--- config.mk ---
export PLATFORM = sky130hd
export DESIGN_NAME = hpdcache_refill_sequencer
export DESIGN_NICKNAME = d
export VERILOG_FILES = /design/src/rtl/hpdcache_refill_sequencer.sv
export SDC_FILE = /design/constraint.sdc
export NUM_CORES = 1
export LEC_CHECK = 0
export ABC_AREA = 1
export CORE_AREA = 2 2 170 172
export CTS_CLUSTER_DIAMETER = 100
export DETAILED_ROUTE_END_ITERATION = 8
export DIE_AREA = 0 0 172 174
export HOLD_SLACK_MARGIN = 0.06
export SYNTH_ARGS = -nofsm -noshare
export SYNTH_HDL_FRONTEND = slang
export SYNTH_SLANG_ARGS = --single-unit
--- constraint.sdc ---
create_clock -name clk_i -period 1.6 [get_ports clk_i]
set_clock_uncertainty 0.05 [all_clocks]
set_input_delay 0.16 -clock clk_i [delete_from_list [all_inputs] [get_ports clk_i]]
set_output_delay 0.16 -clock clk_i [all_outputs]
set_load 0.1 [all_outputs]
--- src/rtl/hpdcache_refill_sequencer.sv ---
// ---------------------------------------------------------------------------
// hpdcache_refill_sequencer
//
// Purpose:
//   Consumer end of the cache miss path. Takes multi-beat refill responses
//   from memory, acknowledges the owning MSHR entry, captures the entry
//   fields returned one cycle after the ack, streams the beats into the
//   cache data array and finally returns the core response for the pending
//   load (with its error flag). Prefetches and entries without need_rsp get
//   no core response.
//
// Ports:
//   clk_i, rst_i            clock, synchronous active-high reset
//   mem_rsp_*               refill beat stream from memory (valid/ready)
//   mshr_ack_*              ack request to the MSHR (held until grant)
//   mshr_*_i                MSHR entry fields, valid the cycle after the ack
//   refill_*                data-array write port plus line-done pulse
//   core_rsp_*              response to the core (valid/ready)
// ---------------------------------------------------------------------------
module hpdcache_refill_sequencer #(
  parameter int MSHR_SET_WIDTH = 3,
  parameter int MSHR_WAY_WIDTH = 2,
  parameter int SET_WIDTH      = 7,
  parameter int TAG_WIDTH      = 20,
  parameter int WAY_WIDTH      = 2,
  parameter int WORD_WIDTH     = 3,
  parameter int WORD_BITS      = 64,
  parameter int BEAT_WORDS     = 2,
  parameter int BEATS          = 4,
  parameter int REQ_ID_WIDTH   = 8,
  parameter int SRC_ID_WIDTH   = 3
) (
  input  logic                                 clk_i,
  input  logic                                 rst_i,

  input  logic                                 mem_rsp_valid_i,
  output logic                                 mem_rsp_ready_o,
  input  logic [MSHR_WAY_WIDTH+MSHR_SET_WIDTH-1:0] mem_rsp_id_i,
  input  logic [BEAT_WORDS*WORD_BITS-1:0]      mem_rsp_data_i,
  input  logic                                 mem_rsp_error_i,
  input  logic                                 mem_rsp_last_i,

  output logic                                 mshr_ack_o,
  input  logic                                 mshr_ack_gnt_i,
  output logic [MSHR_SET_WIDTH-1:0]            mshr_ack_set_o,
  output logic [MSHR_WAY_WIDTH-1:0]            mshr_ack_way_o,
  input  logic [REQ_ID_WIDTH-1:0]              mshr_req_id_i,
  input  logic [SRC_ID_WIDTH-1:0]              mshr_src_id_i,
  input  logic [SET_WIDTH-1:0]                 mshr_cache_set_i,
  input  logic [WAY_WIDTH-1:0]                 mshr_cache_way_i,
  input  logic [TAG_WIDTH-1:0]                 mshr_cache_tag_i,
  input  logic [WORD_WIDTH-1:0]                mshr_word_i,
  input  logic                                 mshr_need_rsp_i,
  input  logic                                 mshr_is_prefetch_i,
  input  logic                                 mshr_wback_i,

  output logic                                 refill_write_o,
  input  logic                                 refill_ready_i,
  output logic [SET_WIDTH-1:0]                 refill_set_o,
  output logic [WAY_WIDTH-1:0]                 refill_way_o,
  output logic [$clog2(BEATS)-1:0]             refill_beat_o,
  output logic [BEAT_WORDS*WORD_BITS-1:0]      refill_data_o,
  output logic                                 refill_done_o,
  output logic [TAG_WIDTH-1:0]                 refill_tag_o,
  output logic                                 refill_wback_o,

  output logic                                 core_rsp_valid_o,
  input  logic                                 core_rsp_ready_i,
  output logic [REQ_ID_WIDTH-1:0]              core_rsp_req_id_o,
  output logic [SRC_ID_WIDTH-1:0]              core_rsp_src_id_o,
  output logic [WORD_BITS-1:0]                 core_rsp_data_o,
  output logic                                 core_rsp_error_o
);

  localparam int BEAT_W = $clog2(BEATS);
  localparam int SLOT_W = $clog2(BEAT_WORDS);
  localparam int ID_W   = MSHR_WAY_WIDTH + MSHR_SET_WIDTH;

  typedef enum logic [2:0] {
    IDLE,
    ACK,
    CAPT,
    WRITE,
    RSP
  } state_e;

  state_e                    state_q, state_d;
  logic [MSHR_SET_WIDTH-1:0] mshr_set_q, mshr_set_d;
  logic [MSHR_WAY_WIDTH-1:0] mshr_way_q, mshr_way_d;
  logic [REQ_ID_WIDTH-1:0]   req_id_q, req_id_d;
  logic [SRC_ID_WIDTH-1:0]   src_id_q, src_id_d;
  logic [SET_WIDTH-1:0]      cache_set_q, cache_set_d;
  logic [WAY_WIDTH-1:0]      cache_way_q, cache_way_d;
  logic [TAG_WIDTH-1:0]      tag_q, tag_d;
  logic [WORD_WIDTH-1:0]     word_q, word_d;
  logic                      need_rsp_q, need_rsp_d;
  logic                      is_prefetch_q, is_prefetch_d;
  logic                      wback_q, wback_d;
  logic [BEAT_W-1:0]         beat_q, beat_d;
  logic                      err_q, err_d;
  logic [WORD_BITS-1:0]      rsp_data_q, rsp_data_d;

  logic                      drain;
  logic [WORD_BITS-1:0]      beat_word;

  // Word of the current beat that the pending load asked for.
  assign beat_word = mem_rsp_data_i[int'(word_q[SLOT_W-1:0])*WORD_BITS +: WORD_BITS];

  // Next-state and handshake logic.
  always_comb begin
    state_d         = state_q;
    mshr_set_d      = mshr_set_q;
    mshr_way_d      = mshr_way_q;
    req_id_d        = req_id_q;
    src_id_d        = src_id_q;
    cache_set_d     = cache_set_q;
    cache_way_d     = cache_way_q;
    tag_d           = tag_q;
    word_d          = word_q;
    need_rsp_d      = need_rsp_q;
    is_prefetch_d   = is_prefetch_q;
    wback_d         = wback_q;
    beat_d          = beat_q;
    err_d           = err_q;
    rsp_data_d      = rsp_data_q;
    drain           = 1'b0;
    mem_rsp_ready_o  = 1'b0;
    mshr_ack_o       = 1'b0;
    refill_write_o   = 1'b0;
    refill_done_o    = 1'b0;
    core_rsp_valid_o = 1'b0;

    case (state_q)
      // The first beat only announces the line; it stays in place until WRITE.
      IDLE: begin
        if (mem_rsp_valid_i) begin
          mshr_set_d = mem_rsp_id_i[MSHR_SET_WIDTH-1:0];
          mshr_way_d = mem_rsp_id_i[ID_W-1:MSHR_SET_WIDTH];
          state_d    = ACK;
        end
      end

      ACK: begin
        mshr_ack_o = 1'b1;
        if (mshr_ack_gnt_i) state_d = CAPT;
      end

      // MSHR read data is valid exactly one cycle after the granted ack.
      CAPT: begin
        req_id_d      = mshr_req_id_i;
        src_id_d      = mshr_src_id_i;
        cache_set_d   = mshr_cache_set_i;
        cache_way_d   = mshr_cache_way_i;
        tag_d         = mshr_cache_tag_i;
        word_d        = mshr_word_i;
        need_rsp_d    = mshr_need_rsp_i;
        is_prefetch_d = mshr_is_prefetch_i;
        wback_d       = mshr_wback_i;
        beat_d        = '0;
        err_d         = 1'b0;
        state_d       = WRITE;
      end

      // A beat carrying an error, and every beat after it, is drained
      // without touching the data array.
      WRITE: begin
        drain           = err_q | mem_rsp_error_i;
        refill_write_o  = mem_rsp_valid_i & ~drain;
        mem_rsp_ready_o = drain | refill_ready_i;
        if (mem_rsp_valid_i && mem_rsp_ready_o) begin
          beat_d = beat_q + 1'b1;
          if (mem_rsp_error_i) err_d = 1'b1;
          if (WORD_WIDTH'(beat_q) == (word_q >> SLOT_W)) rsp_data_d = beat_word;
          if (mem_rsp_last_i) begin
            if (beat_q != BEAT_W'(BEATS - 1)) err_d = 1'b1;
            else if (!drain) refill_done_o = 1'b1;
            state_d = (need_rsp_q && !is_prefetch_q) ? RSP : IDLE;
          end
        end
      end

      RSP: begin
        core_rsp_valid_o = 1'b1;
        if (core_rsp_ready_i) state_d = IDLE;
      end

      default: state_d = IDLE;
    endcase
  end

  always_ff @(posedge clk_i) begin
    if (rst_i) begin
      state_q       <= IDLE;
      mshr_set_q    <= '0;
      mshr_way_q    <= '0;
      req_id_q      <= '0;
      src_id_q      <= '0;
      cache_set_q   <= '0;
      cache_way_q   <= '0;
      tag_q         <= '0;
      word_q        <= '0;
      need_rsp_q    <= 1'b0;
      is_prefetch_q <= 1'b0;
      wback_q       <= 1'b0;
      beat_q        <= '0;
      err_q         <= 1'b0;
      rsp_data_q    <= '0;
    end else begin
      state_q       <= state_d;
      mshr_set_q    <= mshr_set_d;
      mshr_way_q    <= mshr_way_d;
      req_id_q      <= req_id_d;
      src_id_q      <= src_id_d;
      cache_set_q   <= cache_set_d;
      cache_way_q   <= cache_way_d;
      tag_q         <= tag_d;
      word_q        <= word_d;
      need_rsp_q    <= need_rsp_d;
      is_prefetch_q <= is_prefetch_d;
      wback_q       <= wback_d;
      beat_q        <= beat_d;
      err_q         <= err_d;
      rsp_data_q    <= rsp_data_d;
    end
  end

  assign mshr_ack_set_o    = mshr_set_q;
  assign mshr_ack_way_o    = mshr_way_q;
  assign refill_set_o      = cache_set_q;
  assign refill_way_o      = cache_way_q;
  assign refill_beat_o     = beat_q;
  assign refill_data_o     = (state_q == WRITE) ? mem_rsp_data_i : '0;
  assign refill_tag_o      = tag_q;
  assign refill_wback_o    = wback_q;
  assign core_rsp_req_id_o = req_id_q;
  assign core_rsp_src_id_o = src_id_q;
  assign core_rsp_data_o   = rsp_data_q;
  assign core_rsp_error_o  = err_q;

endmodule

==> qor.txt, run 1 <==
Vias in the first global route: 7803
Top post-synthesis cells by area: dfxtp_1, nor2_1, a21oi_1
CTS buffer count: 17
Hold Violations, Final: 0
Slew HR: 0.688
Hold Crit Depth: 3
Gate Count Post-Synth: 1062
P per Cell Area: 1550 nW/um2
Pin count of the biggest net entering global routing: 61
Metal2 WL: 14.3 mm
N_diodes: 0
Max Fclk: 505 MHz
Initial antenna violation count: 0
Row cnt: 62
Initial DRC count: 317
Number of H-tree levels: 4
Clk pin slew, worst setup/hold paths: 0.07 ns
Routed length per instance: 15.0 um
Reg2reg start: state_q[1]
I/O Pins: 433
Startpoint of the worst hold path: mshr_req_id_i[2]
Crit-path leading delay family: buffers and inverters
Unrepaired setup endpoints after global routing: yes
DIE AREA: 29900 um2
Buffer depth of the longest clock path: 2
Post-Syn Area: 6420 um2
Crit Path Class: flop to primary output
Worst path bufs/invs: 4
R2r setup slk: 0.01 ns
FF-to-FF End: core_rsp_data_o[24]
# port buffers: 432
Synth warn: 0
Worst-Margin Slew: 0.468 ns
Minimum clock period: 1.98 ns
Top layer reached by signal wires: met4
Critical path peak fanout: 50
Slowest CP cell: dfxtp_2
Met1 wire length: 11.2 mm
Chip width: 172 um
Die span in y: 174 um
Critical Path AT: 1.77 ns
Yosys cell types: 22
Placed cell areas: 14200 um2
Sequential area share after synthesis: 0.377
Fin crit share: 1.24
Clock sinks: 121
Status: finished with violations
First-pass GRT wire length: 43.4 mm
WL final: 28.2 mm
DPL Wire Length: 22.2 mm
Max-cap violations: 0
CP peak stage delay: 0.35 ns
Worst Hold Path EP: core_rsp_req_id_o[2]
Finished Cell Area: 15000 um2
Critical Path Start Type: flop
Reg2reg path depth: 9
Final setup margin: -0.381 ns
Remaining Overflow, GRT: 0
Data required, critical path: 1.39 ns
Worst skew pair latency: 0.42 ns
First drt pass iteration count: 4
Peak VDD IR: 1140 uV
CTS root buffer: clkbuf_16
WL met3: 2.33 mm
Vias per cell: 4.27
Gr usage total: 0.186
Nets@finish: 1671
Tightest Hold Check Type: input port to flop
Layout cells sized above 1: 0.298
Fin. max-slew vios: 0
Fill cell count: 2609
CTS Hold Bufs: 0
Core Box Area: 28200 um2
Mapped Avg Cell Area: 6.05 um2
Layout area overhead: 134%
DR DRC count: 0
Worst-path cell chain: nand2_4 > nor2_4 > inv_6 > buf_12 > buf_4 > nor2_4 > buf_12
#FFs+latches synth: 121
Failing checks: setup timing
Syn nets: 1250
Dominant cell type by area after synthesis: dfxtp_1
Starting Density: 0.227
Top-area cell type share of the netlist area: 0.377
Final core occ: 0.532
Post-route ant nets: 0
Setup-failing EPs final: 133
CTS tree: yes
RePlAce Congestion: 0.843
Setup crit end kind: primary output
Leakage power: 6.33 nW
Vias: 8022
==> metrics by stage <==
stage	setup TNS [ns]	setup WS (ns)	power [mW]	hold WS (ns)	cells
final	-38.04	-0.381	23.2	0.302	1879
after detailed placement	-7.85	-0.174	19.3	0.405	1847
after global routing	-47.97	-0.429	24.3	0.302	1879
after global placement	-4.97	-0.116	19.2	0.401	1847
after CTS	-40.67	-0.381	23.4	0.277	1879
after floorplan	-77.74	-0.830	13.6	0.169	1062
==> timing repair <==
item,CTS,global route
pin swaps,1,2
resized for setup,48,38
buffers inserted,1,0
endpoints found under the setup margin,133,227
==> worst max-delay path by stage <==
stage | startpoint | to | slack [ns] | cells after the start
6_report | state_q[1] | refill_data_o[104] | -0.38 | 7
5_1_grt | state_q[0] | refill_data_o[105] | -0.43 | 7
4_1_cts | state_q[1] | refill_data_o[104] | -0.38 | 7
3_5_place_dp | mem_rsp_error_i | core_rsp_data_o[23] | -0.17 | 9
3_3_place_gp | mem_rsp_error_i | core_rsp_data_o[9] | -0.12 | 9
2_1_floorplan | state_q[0] | refill_data_o[107] | -0.83 | 7
==> layout make-up <==
cell class | instances | area (um2) | area share
Clock buffer | 17 | 425 | 0.0283
Sequential cell | 121 | 2440 | 0.163
Multi-Input combinational cell | 716 | 3640 | 0.242
Inverter | 147 | 563 | 0.0375
Clock inverter | 14 | 160 | 0.0107
Tap cell | 384 | 480 | 0.0320
Timing Repair Buffer | 480 | 7300 | 0.486
==> flip-flops by register name, summed over array words and instances, names as in the netlist, 3 cells and up <==
signal and count:
core_rsp_data_o 64, refill_tag_o 20, core_rsp_req_id_o 8, refill_set_o 7, core_rsp_src_id_o 3, mshr_ack_set_o 3, state_q 3, word_q 3
==> kinds of logic after synthesis <==
logic type	count (synthesis)	synth area share
simple gates	522	0.323
buf+inv	225	0.147
compound gates	192	0.150
flops	121	0.377
xor+xnor	1	0.00136
fa+ha+maj	1	0.00195
==> layer usage <==
| metal | up-vias | global-route usage |
|---|---|---|
| li1 | 4124 | - |
| met1 | 3602 | 0.211 |
| met2 | 268 | 0.331 |
| met3 | 28 | 0.0603 |
| met4 | 0 | 0.0511 |
| met5 | - | 0 |
==> worst min-delay path: cells and delay by family <==
family | cells | cell delay, ns
compound gates | 1 | 0.12
buf+inv | 1 | 0.40
simple gates | 1 | 0.05
==> cells in the mapped netlist, drive strengths merged <==
master	count
nand3	71
nor4	1
dfxtp	121
nand4	1
xor2	1
o21ai	52
nand2	85
nor3	4
ha	1
buf	55
inv	147
nand3b	1
a21oi	140
nor2	359
clkbuf	23
==> where the power goes <==
| part | internal [mW] | switching, mW |
|---|---|---|
| registers | 3.64 | 0.683 |
| clock network | 2.33 | 1.58 |
| logic | 5.12 | 9.89 |
==> cells in the final DEF (no fill, tap or decap) <==
cell type and instances:
buf_12 258, nor2_1 256, clkdlybuf4s50_1 186, inv_1 142
a21oi_1 140, dfxtp_1 114, nand2_1 83, nand3_1 71
nor2_4 57, nor2_2 46, o21ai_0 45, buf_4 34
clkbuf_16 17, inv_6 8, o21ai_1 7, inv_4 4
dfxtp_4 4, dfxtp_2 3, nor3_1 2, clkinvlp_4 2
bufinv_16 2, buf_6 2, inv_2 1, nand2_4 1
nor3_4 1, nor4_4 1, xor2_1 1, nor3_2 1
clkinv_2 1, nand2_2 1, nand3b_1 1, nand4_1 1
ha_4 1, inv_8 1
No activity file was read; power rests on OpenSTA's default activity.
==> run 2: changes to the inputs <==
Settings changed: CORE_AREA 2 2 170 172 to 10 10 160 162, DIE_AREA 0 0 172 174 to 0 0 170 172, PLACE_DENSITY set to 0.67.
==> qor.txt, run 2 (synthesis gave the netlist of run 1 again) <==
Tightest Hold Check Type: input port to flop (unchanged)
Vias in the first global route: 8730 (was 7803)
Fin. max-slew vios: 0 (unchanged)
Starting Density: 0.287 (was 0.227)
Reg2reg path depth: 10 (was 9)
RePlAce Congestion: 0.863 (was 0.843)
Buffer depth of the longest clock path: 2 (unchanged)
WL final: 36.3 mm (was 28.2 mm)
Routed length per instance: 20.0 um (was 15.0 um)
Die span in y: 172 um (was 174 um)
Crit Path Class: flop to primary output (unchanged)
Remaining Overflow, GRT: 0 (unchanged)
Layout area overhead: 156% (was 134%)
Slew HR: 0.717 (was 0.688)
Critical Path AT: 1.68 ns (was 1.77 ns)
FF-to-FF End: core_rsp_data_o[41] (was core_rsp_data_o[24])
Max Fclk: 530 MHz (was 505 MHz)
Worst skew pair latency: 0.41 ns (was 0.42 ns)
Status: finished with violations (unchanged)
Slowest CP cell: dfxtp_4 (was dfxtp_2)
Hold Crit Depth: 3 (unchanged)
Clock sinks: 121 (unchanged)
Row cnt: 55 (was 62)
CTS tree: yes (unchanged)
Non-Filler Instances: 1812 (was 1879)
Post-Place Cells: 1743 (was 1847)
Critical Path Start Type: flop (unchanged)
Hold Violations, Final: 0 (unchanged)
Peak VDD IR: 1160 uV (was 1140 uV)
N_diodes: 0 (unchanged)
Placed cell areas: 14100 um2 (was 14200 um2)
Gr usage total: 0.229 (was 0.186)
Final setup margin: -0.287 ns (was -0.381 ns)
DR DRC count: 0 (unchanged)
Vias: 8711 (was 8022)
Clk pin slew, worst setup/hold paths: 0.06 ns (was 0.07 ns)
Initial DRC count: 421 (was 317)
Setup-failing EPs final: 196 (was 133)
# port buffers: 432 (unchanged)
Nets@finish: 1702 (was 1671)
Commonest non-fill, non-tap cell in the layout: buf_12 (unchanged)
CP peak stage delay: 0.39 ns (was 0.35 ns)
Minimum clock period: 1.89 ns (was 1.98 ns)
Worst-Margin Slew: 0.420 ns (was 0.468 ns)
Failing checks: setup timing (unchanged)
Reg2reg start: state_q[2] (was state_q[1])
Number of H-tree levels: 4 (unchanged)
First-pass GRT wire length: 51.4 mm (was 43.4 mm)
I/O Pins: 433 (unchanged)
Initial antenna violation count: 0 (unchanged)
Critical path peak fanout: 11 (was 50)
Post-route ant nets: 0 (unchanged)
Chip width: 170 um (was 172 um)
P per Cell Area: 1540 nW/um2 (was 1550 nW/um2)
Unrepaired setup endpoints after global routing: yes (unchanged)
Pin count of the biggest net entering global routing: 64 (was 61)
DIE AREA: 29200 um2 (was 29900 um2)
Core Box Area: 22400 um2 (was 28200 um2)
Setup crit end kind: primary output (unchanged)
Max-cap violations: 0 (unchanged)
Data required, critical path: 1.39 ns (about the same)
Vias per cell: 4.81 (was 4.27)
R2r setup slk: -0.14 ns (was 0.01 ns)
CTS root buffer: clkbuf_16 (unchanged)
Startpoint of the worst hold path: mshr_req_id_i[2] (unchanged)
Fin crit share: 1.18 (was 1.24)
Most frequent cells in the layout: buf_12, nor2_1, clkdlybuf4s50_1 (unchanged)
Layout cells sized above 1: 0.357 (was 0.298)
Finished Cell Area: 16400 um2 (was 15000 um2)
Largest register FFs: 64 (unchanged)
CTS buffer count: 17 (unchanged)
Worst-path cell chain: nor2_4 > buf_12 > inv_16 > buf_16 > nor2_4 > buf_12 (was nand2_4 > nor2_4 > inv_6 > buf_12 > buf_4 > nor2_4 > buf_12)
Worst Hold Path EP: core_rsp_req_id_o[2] (unchanged)
Leakage power: 6.82 nW (was 6.33 nW)
First drt pass iteration count: 5 (was 4)
DPL Wire Length: 25.5 mm (was 22.2 mm)
run 2: cell types whose count changed in the layout (fill, tap and decap cells not counted), sizes merged:
cell	change
clkinv	+5
inv	-8
buf	+23
clkbuf	+7
bufinv	+2
clkinvlp	+2
bufbuf	+1
run 2: critical path: cells and delay by family, from the launching register on:
family | cells | cell delay [ns]
buf+inv | 4 | 0.57
flops | 1 | 0.39
simple gates | 2 | 0.28
run 2: where the power goes:
part	internal [mW]	switching (mW)
Clock	2.70	1.46
Sequential	3.64	0.732
Combinational	6.07	10.7
run 2: cell type report:
type | instances | area (um2)
Clock inverter | 14 | 195
Tap cell | 285 | 357
Timing Repair Buffer | 510 | 8160
Multi-Input combinational cell | 716 | 4240
Sequential cell | 121 | 2450
Timing Repair inverter | 1 | 11.3
Fill cell | 1488 | 5920
Clock buffer | 18 | 450
Inverter | 147 | 579
run 2: worst max-delay path by stage:
stage / slack (ns) / endpoint / cells past startpoint / start
floorplan: -0.83 / refill_data_o[107] / 7 / state_q[0]
global placement: -0.11 / core_rsp_data_o[35] / 8 / mem_rsp_valid_i
detailed placement: -0.12 / core_rsp_data_o[37] / 8 / mem_rsp_valid_i
CTS: -0.29 / refill_data_o[65] / 8 / state_q[0]
global route: -0.34 / refill_data_o[65] / 8 / state_q[0]
finish: -0.29 / refill_data_o[49] / 6 / state_q[2]
run 2: per-layer routing:
metal	track usage	vias up	wire length, um
li1	-	4210	-
met1	0.231	4068	12300
met2	0.425	374	19500
met3	0.0809	59	3420
met4	0.0850	0	1020
met5	0	-	0
run 2: what timing repair did:
action / CTS / global route
endpoints found under the setup margin: 134 / 248
pin swaps: 7 / 22
buffers inserted: 6 / 6
hold buffers: 0 / 0
resized for setup: 202 / 83
gates cloned: 15 / 10
run 2: stage by stage:
step | setup WS, ns | total power [mW] | utilization | hold slack [ns] | setup TNS, ns
finish | -0.287 | 25.3 | 0.735 | 0.307 | -37.62
global route | -0.344 | 26.3 | 0.735 | 0.308 | -49.66
CTS | -0.287 | 24.7 | 0.709 | 0.295 | -35.46
detailed placement | -0.121 | 19.4 | 0.628 | 0.424 | -6.31
global placement | -0.108 | 19.3 | 0.628 | 0.419 | -5.22
floorplan | -0.830 | 13.6 | - | 0.169 | -77.74
==> run 3: changes to the inputs <==
Settings changed: SLEW_MARGIN set to 20.
==> results of run 3 <==
No change in the layout: final DEF, timing and power equal those of run 2.
